File: config.mk
export PLATFORM = sky130hd
export DESIGN_NAME = stall_flush_unit
export DESIGN_NICKNAME = d
export VERILOG_FILES = /design/src/rtl/hazard_pkg.sv /design/src/rtl/hz_sat_counter.sv /design/src/rtl/stall_flush_unit.sv
export SDC_FILE = /design/constraint.sdc
export NUM_CORES = 1
export LEC_CHECK = 0
export ABC_AREA = 1
export BUFFER_PORTS_ARGS = -buffer_cell sky130_fd_sc_hd__buf_2
export CELL_PAD_IN_SITES_DETAIL_PLACEMENT = 1
export CELL_PAD_IN_SITES_GLOBAL_PLACEMENT = 1
export CORE_UTILIZATION = 35
export DETAILED_ROUTE_END_ITERATION = 10
export PLACE_DENSITY = 0.91
export SLEW_MARGIN = 20
export SYNTH_ARGS = -nofsm -noshare
export SYNTH_HDL_FRONTEND = slang
export SYNTH_HIERARCHICAL = 1
export SYNTH_SLANG_ARGS = --single-unit
File: constraint.sdc
create_clock -name clk -period 3.1 [get_ports clk]
set_clock_uncertainty 0.2 [all_clocks]
set_input_delay 0.465 -clock clk [delete_from_list [all_inputs] [get_ports clk]]
set_output_delay 0.465 -clock clk [all_outputs]
set_load 0.1 [all_outputs]
File: src/rtl/hazard_pkg.sv
// Shared types for the stall/flush hazard unit.
// Watchdog states and the default register index width.
package hazard_pkg;

    localparam int REG_ADDR_W_DFLT = 5;

    typedef enum logic [1:0] {
        RUN,
        MEM_WAIT,
        FAULT
    } hz_state_t;

endpackage

File: src/rtl/hz_sat_counter.sv
// Saturating up-counter with clear and synchronous active-low reset.
// Used for the memory-wait counter and the optional perf counters.
module hz_sat_counter #(
    parameter int W = 8
) (
    input  logic         clk,
    input  logic         rst_n,
    input  logic         en,
    input  logic         clr,
    output logic [W-1:0] count
);

    always_ff @(posedge clk) begin
        if (!rst_n) begin
            count <= '0;
        end else if (clr) begin
            count <= '0;
        end else if (en && count != '1) begin
            count <= count + 1'b1;
        end
    end

endmodule

File: src/rtl/stall_flush_unit.sv
// Stall/flush hazard control with a data-memory watchdog FSM.
// Define PERF_COUNTERS_EN to add the StallCycles/FlushCount/LoadUseCount outputs.
module stall_flush_unit
    import hazard_pkg::*;
#(
    parameter int REG_ADDR_W  = REG_ADDR_W_DFLT,
    parameter int MEM_TIMEOUT = 255,
    parameter int CNT_W       = 32
) (
    input  logic                  clk,
    input  logic                  rst_n,
    input  logic [REG_ADDR_W-1:0] Rs1D,
    input  logic [REG_ADDR_W-1:0] Rs2D,
    input  logic [REG_ADDR_W-1:0] RdE,
    input  logic                  LoadE,
    input  logic                  PCSrcE,
    input  logic                  MemReqM,
    input  logic                  MemAckM,
    output logic                  StallF,
    output logic                  StallD,
    output logic                  StallE,
    output logic                  StallM,
    output logic                  FlushD,
    output logic                  FlushE,
    output logic                  FlushW,
    output logic                  MemErr
`ifdef PERF_COUNTERS_EN
    ,
    output logic [CNT_W-1:0]      StallCycles,
    output logic [CNT_W-1:0]      FlushCount,
    output logic [CNT_W-1:0]      LoadUseCount
`endif
);

    localparam int WCW = $clog2(MEM_TIMEOUT + 1);

    hz_state_t      state;
    hz_state_t      state_nxt;
    logic [WCW-1:0] wait_cnt;
    logic           mem_wait;
    logic           lw_hazard;
    logic           at_limit;
    logic           wait_en;
    logic           wait_clr;
    logic           hold_all;
    logic           take_br;
    logic           bubble;

    assign mem_wait  = MemReqM & ~MemAckM;
    assign lw_hazard = LoadE & (RdE != '0) & ((RdE == Rs1D) | (RdE == Rs2D));
    assign at_limit  = wait_cnt == WCW'(MEM_TIMEOUT);

    // A frozen Execute stage re-presents branch and load next cycle.
    assign hold_all = (state == FAULT) | mem_wait;
    assign take_br  = ~hold_all & PCSrcE;
    assign bubble   = ~hold_all & ~PCSrcE & lw_hazard;

    assign wait_en  = mem_wait & ((state == RUN) |
                                  ((state == MEM_WAIT) & ~at_limit));
    assign wait_clr = (state == MEM_WAIT) & ~mem_wait;

    hz_sat_counter #(.W(WCW)) u_wait_cnt (
        .clk   (clk),
        .rst_n (rst_n),
        .en    (wait_en),
        .clr   (wait_clr),
        .count (wait_cnt)
    );

    always_ff @(posedge clk) begin
        if (!rst_n) begin
            state  <= RUN;
            MemErr <= 1'b0;
        end else begin
            state <= state_nxt;
            if (state_nxt == FAULT) begin
                MemErr <= 1'b1;
            end
        end
    end

    always_comb begin
        state_nxt = state;
        unique case (state)
            RUN: begin
                if (mem_wait) state_nxt = MEM_WAIT;
            end
            MEM_WAIT: begin
                if (!mem_wait)     state_nxt = RUN;
                else if (at_limit) state_nxt = FAULT;
            end
            FAULT:   state_nxt = FAULT;
            default: state_nxt = RUN;
        endcase
    end

    always_comb begin
        StallF = 1'b0;
        StallD = 1'b0;
        StallE = 1'b0;
        StallM = 1'b0;
        FlushD = 1'b0;
        FlushE = 1'b0;
        FlushW = 1'b0;
        if (!rst_n) begin
            FlushD = 1'b1;
            FlushE = 1'b1;
            FlushW = 1'b1;
        end else begin
            StallF = hold_all | bubble;
            StallD = hold_all | bubble;
            StallE = hold_all;
            StallM = hold_all;
            FlushD = take_br;
            FlushE = take_br | bubble;
            FlushW = hold_all;
        end
    end

`ifdef PERF_COUNTERS_EN
    hz_sat_counter #(.W(CNT_W)) u_stall_cnt (
        .clk   (clk),
        .rst_n (rst_n),
        .en    (StallF),
        .clr   (1'b0),
        .count (StallCycles)
    );

    hz_sat_counter #(.W(CNT_W)) u_flush_cnt (
        .clk   (clk),
        .rst_n (rst_n),
        .en    (take_br),
        .clr   (1'b0),
        .count (FlushCount)
    );

    hz_sat_counter #(.W(CNT_W)) u_lu_cnt (
        .clk   (clk),
        .rst_n (rst_n),
        .en    (bubble),
        .clr   (1'b0),
        .count (LoadUseCount)
    );
`else
    logic [CNT_W-1:0] unused_cnt_w;
    assign unused_cnt_w = '0;
`endif

endmodule

==> results of run 1 <==
==> stage by stage <==
stage / hold slack, ns / cell area [sq um] / utilization / cells / total power (uW)
after floorplan: 0.293 / 917 / - / 159 / 226
final: 0.305 / 1100 / 0.443 / 218 / 351
after CTS: 0.315 / 1100 / 0.443 / 218 / 357
after global placement: 0.261 / 1070 / 0.433 / 214 / 250
after global routing: 0.336 / 1100 / 0.443 / 218 / 373
after detailed placement: 0.304 / 1070 / 0.433 / 214 / 255
==> worst register-to-register path, cell delays in order (launching register included) <==
cell     delay, ns
dfxtp_1       0.46
nand2_1       0.09
nor2_1        0.14
nand3_1       0.10
nand2_1       0.08
inv_1         0.16
nand2_2       0.14
inv_1         0.04
nand2_1       0.06
nor2_1        0.05
a21oi_1       0.14
nor2_1        0.06
==> power by group <==
part           switching [uW]  leakage [uW]  internal, uW
Clock                    50.1     0.0000150          50.0
Sequential               2.44     0.0000891           144
Combinational            74.9      0.000518          29.6
==> path summary, 6_finish.rpt <==
| check | from | end | depth (start not counted) |
|---|---|---|---|
| setup / recovery | state[0] | StallD | 9 |
| hold / removal | MemErr | MemErr | 2 |
| setup reg to reg | u_wait_cnt/count[2] | u_wait_cnt/count[5] | 11 |
| hold reg to reg | MemErr | MemErr | 2 |
==> registers in the layout (all words and copies together) (netlist names) <==
signal	count
MemErr	1
state	2
u_wait_cnt/count	8
==> kinds of logic (layout without fill, tap and decap cells) <==
kind of cell | after synthesis | after routing | synth area share
flip-flops | 11 | 11 | 0.242
AND/OR/NAND/NOR | 102 | 102 | 0.514
XOR/XNOR | 2 | 2 | 0.0193
buffers and inverters | 33 | 62 | 0.154
AO/OA/AOI/OAI | 10 | 10 | 0.0564
adder cells (fa/ha/maj) | 1 | 1 | 0.0138
==> final cells by class <==
type	count	area share
Clock buffer	4	0.0239
Timing Repair Buffer	28	0.128
Multi-Input combinational cell	115	0.507
Tap cell	30	0.0342
Inverter	30	0.107
Sequential cell	11	0.200
==> cells in the final DEF, fill, tap and decap left out, types with 3 or more instances in the layout <==
cell type / Yosys / layout
a21oi_1: 7 / 7
buf_2: 0 / 28
clkbuf_4: 0 / 3
dfxtp_1: 11 / 11
inv_1: 23 / 23
inv_2: 5 / 5
nand2_1: 48 / 48
nand2_2: 3 / 3
nand3_1: 10 / 10
nor2_1: 26 / 25
nor2_2: 3 / 3
nor3_1: 3 / 3
==> metal layers <==
metal	up-vias	routed length [microns]	share of wire
met5	-	0	0
met4	0	20	0.0084
met3	2	128	0.054
met2	24	1290	0.54
met1	477	936	0.39
li1	540	-	-
==> cell usage after synthesis, drive strengths merged <==
master and instances:
a21oi 7, a31oi 1, and3 1, buf 3
clkinv 2, dfxtp 11, ha 1, inv 28
nand2 53, nand3 10, nand3b 3, nand4 2
nor2 30, nor3 3, o21ai 2, xnor2 2
==> results.py, run 1 <==
metrics = {
    "final_layout": {
        "antennaDiodeCount": 0,
        "seq_area_sq_um": 220,
        "nFillCells": 371,
        "drive_above_1_share": 0.255,
        "synthToLayoutAreaGrowth_pct": 20.8,
        "nNetsFinal": 211,
        "multi_input_area_sq_um": 557,
    },
    "routing": {
        "drt-pass1-iter-count": 4,
        "first_iter_violations": 8,
        "drc": 0,
        "dr_total_vias": 1043,
        "wirelength_microns": 2380,
        "ant_nets": 0,
        "post_drt_wl_per_cell_microns": 10.9,
        "viasPerCell": 4.78,
    },
    "min_path": {
        "min_path_type": "register to register",
    },
    "global_routing": {
        "antenna_found_initial": 0,
        "grt_util_met3": 0.0517,
        "busiest_layer": "met2",
        "overflow": 0,
        "grt_pass1_wl_microns": 4200,
        "grt_pass1_vias": 1068,
        "grtUsageMet1": 0.193,
        "grt.met2_usage": 0.414,
        "grt_max_degree": 11,
        "grtUsageTotal": 0.205,
    },
    "setup_path": {
        "r2r_slack_ns": 1.28,
        "critPathKind": "register to output pin",
        "arrival_ns": 1.65,
        "cp_common_cell": "nand2_2",
        "worstPathRequired_ns": 2.43,
        "worst-path-buf-inv": 3,
        "critical-path-top-delay-family": "buffers and inverters",
        "critPathSlowestCell": "buf_2",
        "crit_chain": "inv_1 -> nand2_2 -> nand2_2 -> clkinv_4 -> nand3b_4 -> nor2_2 -> nand3_1 -> nand2_1 -> buf_2",
        "startpoint_type": "register",
        "critPathMaxFanout": 4,
        "crit_path_end_kind": "output pin",
        "critPathMaxStageDelay_ns": 0.42,
    },
    "placed_design": {
        "pre_cts_ws_ns": 0.855,
        "gp_congestion": 0.851,
        "dp_hpwl_microns": 2020,
        "numPortBuffers": 28,
    },
    "timing": {
        "fin_crit_ns": 2.32,
        "setup_tns_ns": 0,
        "drv_slew": 0,
        "fin_crit_sh": 0.748,
        "rsz0062_at_grt": "false",
        "finalHoldViolCount": 0,
        "finalSetupViolations": 0,
        "setup_slack_ns": 0.781,
        "worst_slew_pin_slew_ns": 0.511,
        "maxSlewHeadroom": 0.658,
        "fmax_mhz": 431,
    },
    "synthesis": {
        "synth_nets": 181,
        "yosysSeqAreaShare": 0.242,
        "synth_area_per_cell_sq_um": 5.72,
        "yosys_warnings": 6,
        "synth_cells": 159,
        "synth_top_area_cell": "dfxtp_1",
        "ys_types": 23,
        "synth_top_area_frac": 0.242,
        "syn_area_sq_um": 910,
        "synth_area_leaders": "dfxtp_1 (24%), nand2_1 (20%), nor2_1 (11%)",
        "ys_ff_latch": 11,
    },
    "clock_network": {
        "cts.sinks": 11,
        "cts_resized": 0,
        "cts_hold_buf": 0,
        "cts.htree.levels": 1,
        "cts_buffer_depth": 2,
        "cts_setup_buffers": 0,
        "cts_root_buf": "clkbuf_4",
        "cts_tree": "yes",
        "cts_buffers": 3,
        "clk_pin_slew_worst_paths_ns": 0.07,
        "clk_latency_ns": 0.28,
    },
    "die": {
        "core_sq_um": 2480,
        "die_h_microns": 53.0,
        "die_area_sq_um": 2810,
        "pin_count": 29,
        "core.rowCount": 18,
        "start_util": 0.367,
        "die_w_microns": 53.0,
    },
    "outcome": {
        "status": "finished clean",
    },
    "pwr": {
        "cellPowerDensity_nw_per_um2": 319,
        "vdd.ir_drop.worst_v": 0.000203,
        "leakagePower_uw": 0.000623,
    },
    "flow_run": {
        "cap_violations": 0,
    },
}
(Power assumes the default switching activity.)
==> run 2, diff against run 1 <==
--- a/config.mk
+++ b/config.mk
@@ -5,13 +5,13 @@
 export SDC_FILE = /design/constraint.sdc
 export NUM_CORES = 1
 export LEC_CHECK = 0
-export ABC_AREA = 1
+export ABC_AREA = 0
 export BUFFER_PORTS_ARGS = -buffer_cell sky130_fd_sc_hd__buf_2
 export CELL_PAD_IN_SITES_DETAIL_PLACEMENT = 1
 export CELL_PAD_IN_SITES_GLOBAL_PLACEMENT = 1
-export CORE_UTILIZATION = 35
+export CORE_UTILIZATION = 33
 export DETAILED_ROUTE_END_ITERATION = 10
-export PLACE_DENSITY = 0.91
+export PLACE_DENSITY = 0.84
 export SLEW_MARGIN = 20
 export SYNTH_ARGS = -nofsm -noshare
 export SYNTH_HDL_FRONTEND = slang
==> constraint.sdc (replaced) <==
create_clock -name clk -period 2.2 [get_ports clk]
set_clock_uncertainty 0.2 [all_clocks]
set_input_delay 0.33 -clock clk [delete_from_list [all_inputs] [get_ports clk]]
set_output_delay 0.33 -clock clk [all_outputs]
set_load 0.1 [all_outputs]
==> results.py, run 2 <==
metrics = {
    "outcome": {
        "status": "complete, but fails checks",
        "violations": "negative setup slack",
    },
    "pwr": {
        "switching_share": 0.345,
        "leakagePower_uw": 0.000469,
        "cell_internal_pwr_uw": 327,
        "power_uw": 499,
        "cellPowerDensity_nw_per_um2": 463,
        "combPwrFrac": 0.310,
        "switchingPower_uw": 173,
        "power_frac_seq": 0.410,
        "clkPwrFrac": 0.280,
        "vdd.ir_drop.worst_v": 0.000307,
    },
    "synthesis": {
        "synth_nets": 115,
        "synth_area_per_cell_sq_um": 8.21,
        "synth_top_area_cell": "dfxtp_1",
        "synthFlopType": "dfxtp_1",
        "ys_top_cells_by_count": "dfxtp_1 (11), xor2_1 (10), nand2_1 (9)",
        "yosysSeqAreaShare": 0.289,
        "synth-async-reset-ratio": 0,
        "ys_ff_latch": 11,
        "yosys_warnings": 6,
        "syn_area_sq_um": 763,
        "ys_types": 33,
        "yosysMostFrequentCell": "dfxtp_1",
        "synth_cells": 93,
        "synth_area_leaders": "dfxtp_1 (29%), xor2_1 (11%), a21oi_1 (4.6%)",
        "synth_top_area_frac": 0.289,
        "synth-edff-count": 0,
    },
    "final_layout": {
        "final_common_cell": "buf_2",
        "antennaDiodeCount": 0,
        "reg_top3": "u_wait_cnt/count x8, state x2, MemErr x1",
        "top_register": "u_wait_cnt/count",
        "largest_reg_flops": 8,
        "mostFrequentLayoutCells": "buf_2 (23), dfxtp_1 (10), xor2_1 (10), nand2_1 (9), a21oi_1 (7)",
        "synthToLayoutAreaGrowth_pct": 41.3,
        "finalInstanceArea_sq_um": 1080,
        "final_cells": 154,
        "nFillCells": 273,
        "drive_above_1_share": 0.389,
        "nNetsFinal": 149,
    },
    "timing": {
        "setup_tns_ns": -0.0240,
        "maxSlewHeadroom": 0.617,
        "finalSetupViolations": 1,
        "fin_crit_sh": 1.01,
        "rsz0062_at_grt": "true",
        "setup_slack_ns": -0.0240,
        "worst_slew_pin_slew_ns": 0.570,
        "fin_crit_ns": 2.22,
        "drv_slew": 0,
        "fmax_mhz": 450,
        "finalHoldViolCount": 0,
        "holdWs_ns": 0.182,
    },
    "placed_design": {
        "postPlaceCellArea_sq_um": 1020,
        "placed_cells": 149,
        "dp_hpwl_microns": 1720,
        "gp_congestion": 0.815,
        "numPortBuffers": 28,
    },
    "routing": {
        "drc": 0,
        "first_iter_violations": 4,
        "viasPerCell": 5.24,
        "ant_nets": 0,
        "drt-pass1-iter-count": 4,
        "dr_total_vias": 807,
        "wirelength_microns": 2080,
        "post_drt_wl_per_cell_microns": 13.5,
    },
    "global_routing": {
        "overflow": 0,
        "grt_max_degree": 9,
        "grtUsageTotal": 0.179,
        "antenna_found_initial": 0,
        "grt_pass1_vias": 829,
        "grt_pass1_wl_microns": 3440,
    },
    "clock_network": {
        "clk_latency_ns": 0.27,
        "cts_root_buf": "clkbuf_4",
        "cts_buffers": 3,
        "clk_pin_slew_worst_paths_ns": 0.07,
        "cts.sinks": 11,
        "cts.htree.levels": 1,
        "cts_hold_buf": 0,
        "cts_tree": "yes",
        "cts_buffer_depth": 2,
    },
    "flow_run": {
        "cap_violations": 0,
    },
    "setup_path": {
        "critPathKind": "register to output pin",
        "worstPathRequired_ns": 1.67,
        "r2r_end": "u_wait_cnt/count[6]",
        "critPathMaxStageDelay_ns": 0.36,
        "crit_path_end_kind": "output pin",
        "arrival_ns": 1.69,
        "crit_chain": "and2b_2 -> or3_1 -> o211ai_1 -> buf_6",
        "reg2reg_depth": 6,
        "r2r_slack_ns": 0.18,
        "critPathSlowestCell": "or3_1",
        "reg2reg_from": "u_wait_cnt/count[5]",
        "worst-path-buf-inv": 1,
        "critPathMaxFanout": 5,
        "critical-path-top-delay-family": "simple AND/OR/NAND/NOR gates",
        "startpoint_type": "register",
    },
    "die": {
        "core.rowCount": 17,
        "die_area_sq_um": 2510,
        "die_w_microns": 50.1,
        "pin_count": 29,
        "die_h_microns": 50.1,
        "start_util": 0.348,
        "core_sq_um": 2190,
    },
    "min_path": {
        "min_path_type": "primary input to register",
        "hold_start": "MemReqM",
        "whs_path_depth": 3,
        "holdPathEnd": "state[0]",
    },
}
run 2: cell count changes after synthesis, sizes merged, moves of 3 or more:
cell    previous run  this run
nand2b             0         4
nor2b              0         4
nand3b             3         0
nand2             53         9
nand3             10         2
inv               28         3
and4               0         5
nor2              30         5
xor2               0        10
mux2i              0         3
nor3               3         6
run 2: worst max-delay path by stage:
stage,start,endpoint,slack (ns),cells after the start
finish,state[1],FlushE,-0.02,4
global route,state[0],FlushE,-0.08,4
CTS,state[0],FlushE,-0.04,4
detailed placement,RdE[2],FlushE,-0.006,6
global placement,RdE[1],FlushE,0.06,6
floorplan,MemAckM,FlushE,-0.66,3
run 2: through the flow:
stage,utilization,setup WS (ns)
3_3_place_gp,0.464,0.0644
2_1_floorplan,-,-0.662
6_report,0.492,-0.0240
3_5_place_dp,0.464,-0.00645
4_1_cts,0.479,-0.0355
5_1_grt,0.492,-0.0846
run 2: worst reg2reg max path: cells and delay by family, from the launching register on:
| kind | cells | cell delay, ns |
|---|---|---|
| DFF | 1 | 0.42 |
| and+or+nand+nor | 6 | 1.31 |
run 2: cells by family after synthesis:
kind of cell    after synthesis  share of synthesized area
fa+ha+maj                     1                     0.0164
simple gates                 44                      0.339
xor+xnor                     10                      0.115
mux                           3                     0.0393
compound gates               19                      0.167
flops                        11                      0.289
buf+inv                       5                     0.0344
run 2: timing repair:
item	in CTS	in global routing
endpoints found under the setup margin	3	4
setup buffers	0	2
endpoints found under the hold margin	0	0
gates resized for setup	3	6
pin swaps	0	5
run 2: power groups by stage:
stage / combinational, uW / sequential, uW / clock (uW)
floorplan: 97.1 / 209 / 0
CTS: 151 / 205 / 143
finish: 155 / 205 / 140
detailed placement: 148 / 209 / 0
global route: 165 / 206 / 153
global placement: 143 / 209 / 0
run 2: layout make-up:
class | count | area, sq um | share of cell area
inverters | 3 | 11.3 | 0.0104
well taps | 28 | 35.0 | 0.0325
flip-flops and latches | 11 | 221 | 0.205
repair buffers | 31 | 229 | 0.212
clock buffers | 4 | 26.3 | 0.0244
multi-input cells | 77 | 556 | 0.515
run 2: routing by layer:
| layer | vias up | global-route usage | part of all wire |
|---|---|---|---|
| li1 | 400 | - | - |
| met1 | 374 | 0.172 | 0.39 |
| met2 | 31 | 0.351 | 0.55 |
| met3 | 2 | 0.0340 | 0.051 |
| met4 | 0 | 0.0857 | 0.0092 |
| met5 | - | 0 | 0 |
==> run 3, diff against run 2 <==
--- a/config.mk
+++ b/config.mk
@@ -9,9 +9,10 @@
 export BUFFER_PORTS_ARGS = -buffer_cell sky130_fd_sc_hd__buf_2
 export CELL_PAD_IN_SITES_DETAIL_PLACEMENT = 1
 export CELL_PAD_IN_SITES_GLOBAL_PLACEMENT = 1
-export CORE_UTILIZATION = 33
+export CORE_UTILIZATION = 35
+export CTS_BUF_LIST = sky130_fd_sc_hd__clkbuf_8
 export DETAILED_ROUTE_END_ITERATION = 10
-export PLACE_DENSITY = 0.84
+export PLACE_DENSITY = 0.88
 export SLEW_MARGIN = 20
 export SYNTH_ARGS = -nofsm -noshare
 export SYNTH_HDL_FRONTEND = slang
==> results.py, run 3 (synthesized netlist as in run 2, its figures left out) <==
metrics = {
    "outcome": {
        "status": "finished clean",
    },
    "global_routing": {
        "grt_max_degree": 9,
        "grtUsageTotal": 0.190,
        "antenna_found_initial": 0,
        "grt_pass1_wl_microns": 3380,
        "overflow": 0,
        "grt_pass1_vias": 840,
    },
    "final_layout": {
        "top_register": "u_wait_cnt/count",
        "antennaDiodeCount": 0,
        "nNetsFinal": 150,
        "final_cells": 154,
        "largest_reg_flops": 8,
        "synthToLayoutAreaGrowth_pct": 44.3,
        "final_common_cell": "buf_2",
        "drive_above_1_share": 0.394,
        "reg_top3": "u_wait_cnt/count x8, state x2, MemErr x1",
        "finalInstanceArea_sq_um": 1100,
        "mostFrequentLayoutCells": "buf_2 (23), xor2_1 (10), dfxtp_1 (9), nand2_1 (9), a21oi_1 (7)",
    },
    "clock_network": {
        "clk_latency_ns": 0.24,
        "cts_tree": "yes",
        "cts.htree.levels": 1,
        "cts_buffers": 3,
        "cts_root_buf": "clkbuf_8",
        "clk_pin_slew_worst_paths_ns": 0.05,
        "cts_buffer_depth": 2,
        "cts.sinks": 11,
    },
    "routing": {
        "drc": 0,
        "dr_total_vias": 832,
        "wirelength_microns": 2220,
        "drt-pass1-iter-count": 4,
        "viasPerCell": 5.40,
        "first_iter_violations": 6,
        "post_drt_wl_per_cell_microns": 14.4,
        "ant_nets": 0,
    },
    "die": {
        "core_sq_um": 2000,
        "die_h_microns": 48.7,
        "pin_count": 29,
        "core.rowCount": 16,
        "die_area_sq_um": 2370,
        "die_w_microns": 48.7,
        "start_util": 0.381,
    },
    "timing": {
        "drv_slew": 0,
        "finalSetupViolations": 0,
        "fin_crit_sh": 0.994,
        "fin_crit_ns": 2.19,
        "rsz0062_at_grt": "true",
        "maxSlewHeadroom": 0.563,
        "worst_slew_pin_slew_ns": 0.651,
        "finalHoldViolCount": 0,
        "fmax_mhz": 457,
    },
    "setup_path": {
        "crit_path_end_kind": "output pin",
        "critPathKind": "register to output pin",
        "arrival_ns": 1.66,
        "reg2reg_depth": 6,
        "startpoint_type": "register",
        "r2r_slack_ns": 0.11,
        "r2r_end": "u_wait_cnt/count[7]",
        "worstPathRequired_ns": 1.67,
        "crit_start": "state[0]",
        "reg2reg_from": "u_wait_cnt/count[5]",
        "critPathMaxFanout": 4,
    },
    "pwr": {
        "cell_internal_pwr_uw": 381,
        "clkPwrFrac": 0.362,
        "power_uw": 566,
        "cellPowerDensity_nw_per_um2": 514,
        "leakagePower_uw": 0.000486,
        "switching_share": 0.327,
        "switchingPower_uw": 185,
        "combPwrFrac": 0.275,
        "vdd.ir_drop.worst_v": 0.000262,
        "power_frac_seq": 0.363,
    },
    "placed_design": {
        "gp_congestion": 0.779,
        "placed_cells": 148,
        "numPortBuffers": 28,
        "postPlaceCellArea_sq_um": 1020,
        "dp_hpwl_microns": 1670,
    },
    "flow_run": {
        "cap_violations": 0,
    },
    "min_path": {
        "whs_path_depth": 3,
        "min_path_type": "primary input to register",
        "hold_start": "MemReqM",
        "holdPathEnd": "state[0]",
    },
}
[run 3: final cells by class]
type / instances / area, sq um
repair buffers: 32 / 236
multi-input cells: 77 / 552
clock buffers: 3 / 41.3
fillers: 245 / 901
inverters: 3 / 11.3
well taps: 27 / 33.8
clock inverters: 1 / 3.75
flip-flops and latches: 11 / 223
[run 3: worst max-delay path, stage by stage, from the launching register on]
cell	delay [ns]
dfxtp_2	0.33
and2b_2	0.25
or3_1	0.35
o211ai_1	0.23
buf_6	0.26
[run 3: stage by stage]
| stage | TNS (ns) | utilization | hold slack, ns | setup slack (ns) |
|---|---|---|---|---|
| final | 0 | 0.550 | 0.210 | 0.0131 |
| after global routing | -0.0321 | 0.550 | 0.239 | -0.0189 |
| after CTS | 0 | 0.533 | 0.210 | 0.00391 |
| after detailed placement | -0.0129 | 0.508 | 0.237 | -0.0129 |
| after global placement | 0 | 0.508 | 0.232 | 0.0652 |
| after floorplan | -1.46 | - | 0.265 | -0.662 |
[run 3: how the worst max path moves through the flow]
| stage | endpoint | slack, ns |
|---|---|---|
| finish | FlushE | 0.01 |
| global route | FlushE | -0.02 |
| CTS | StallF | 0.004 |
| detailed placement | FlushE | -0.01 |
| global placement | FlushE | 0.07 |
| floorplan | FlushE | -0.66 |
[run 3: power by group through the flow]
stage / clock network (uW) / logic, uW / registers, uW
after floorplan: 0 / 97.1 / 209
after global placement: 0 / 143 / 209
after detailed placement: 0 / 147 / 209
after CTS: 209 / 150 / 205
after global routing: 216 / 165 / 206
final: 205 / 156 / 205
[run 3: what timing repair did]
action / in CTS / in global routing
pin swaps: 0 / 2
resized for setup: 2 / 7
endpoints found under the setup margin: 1 / 3
hold buffers: 0 / 0
setup buffers: 0 / 2
[run 3: routing by layer]
| layer | wire [microns] | part of all wire | up-vias | global-route usage |
|---|---|---|---|---|
| li1 | - | - | 408 | - |
| met1 | 842 | 0.38 | 380 | 0.173 |
| met2 | 1180 | 0.53 | 37 | 0.375 |
| met3 | 123 | 0.055 | 7 | 0.0189 |
| met4 | 71 | 0.032 | 0 | 0.147 |
| met5 | 0 | 0 | - | 0 |
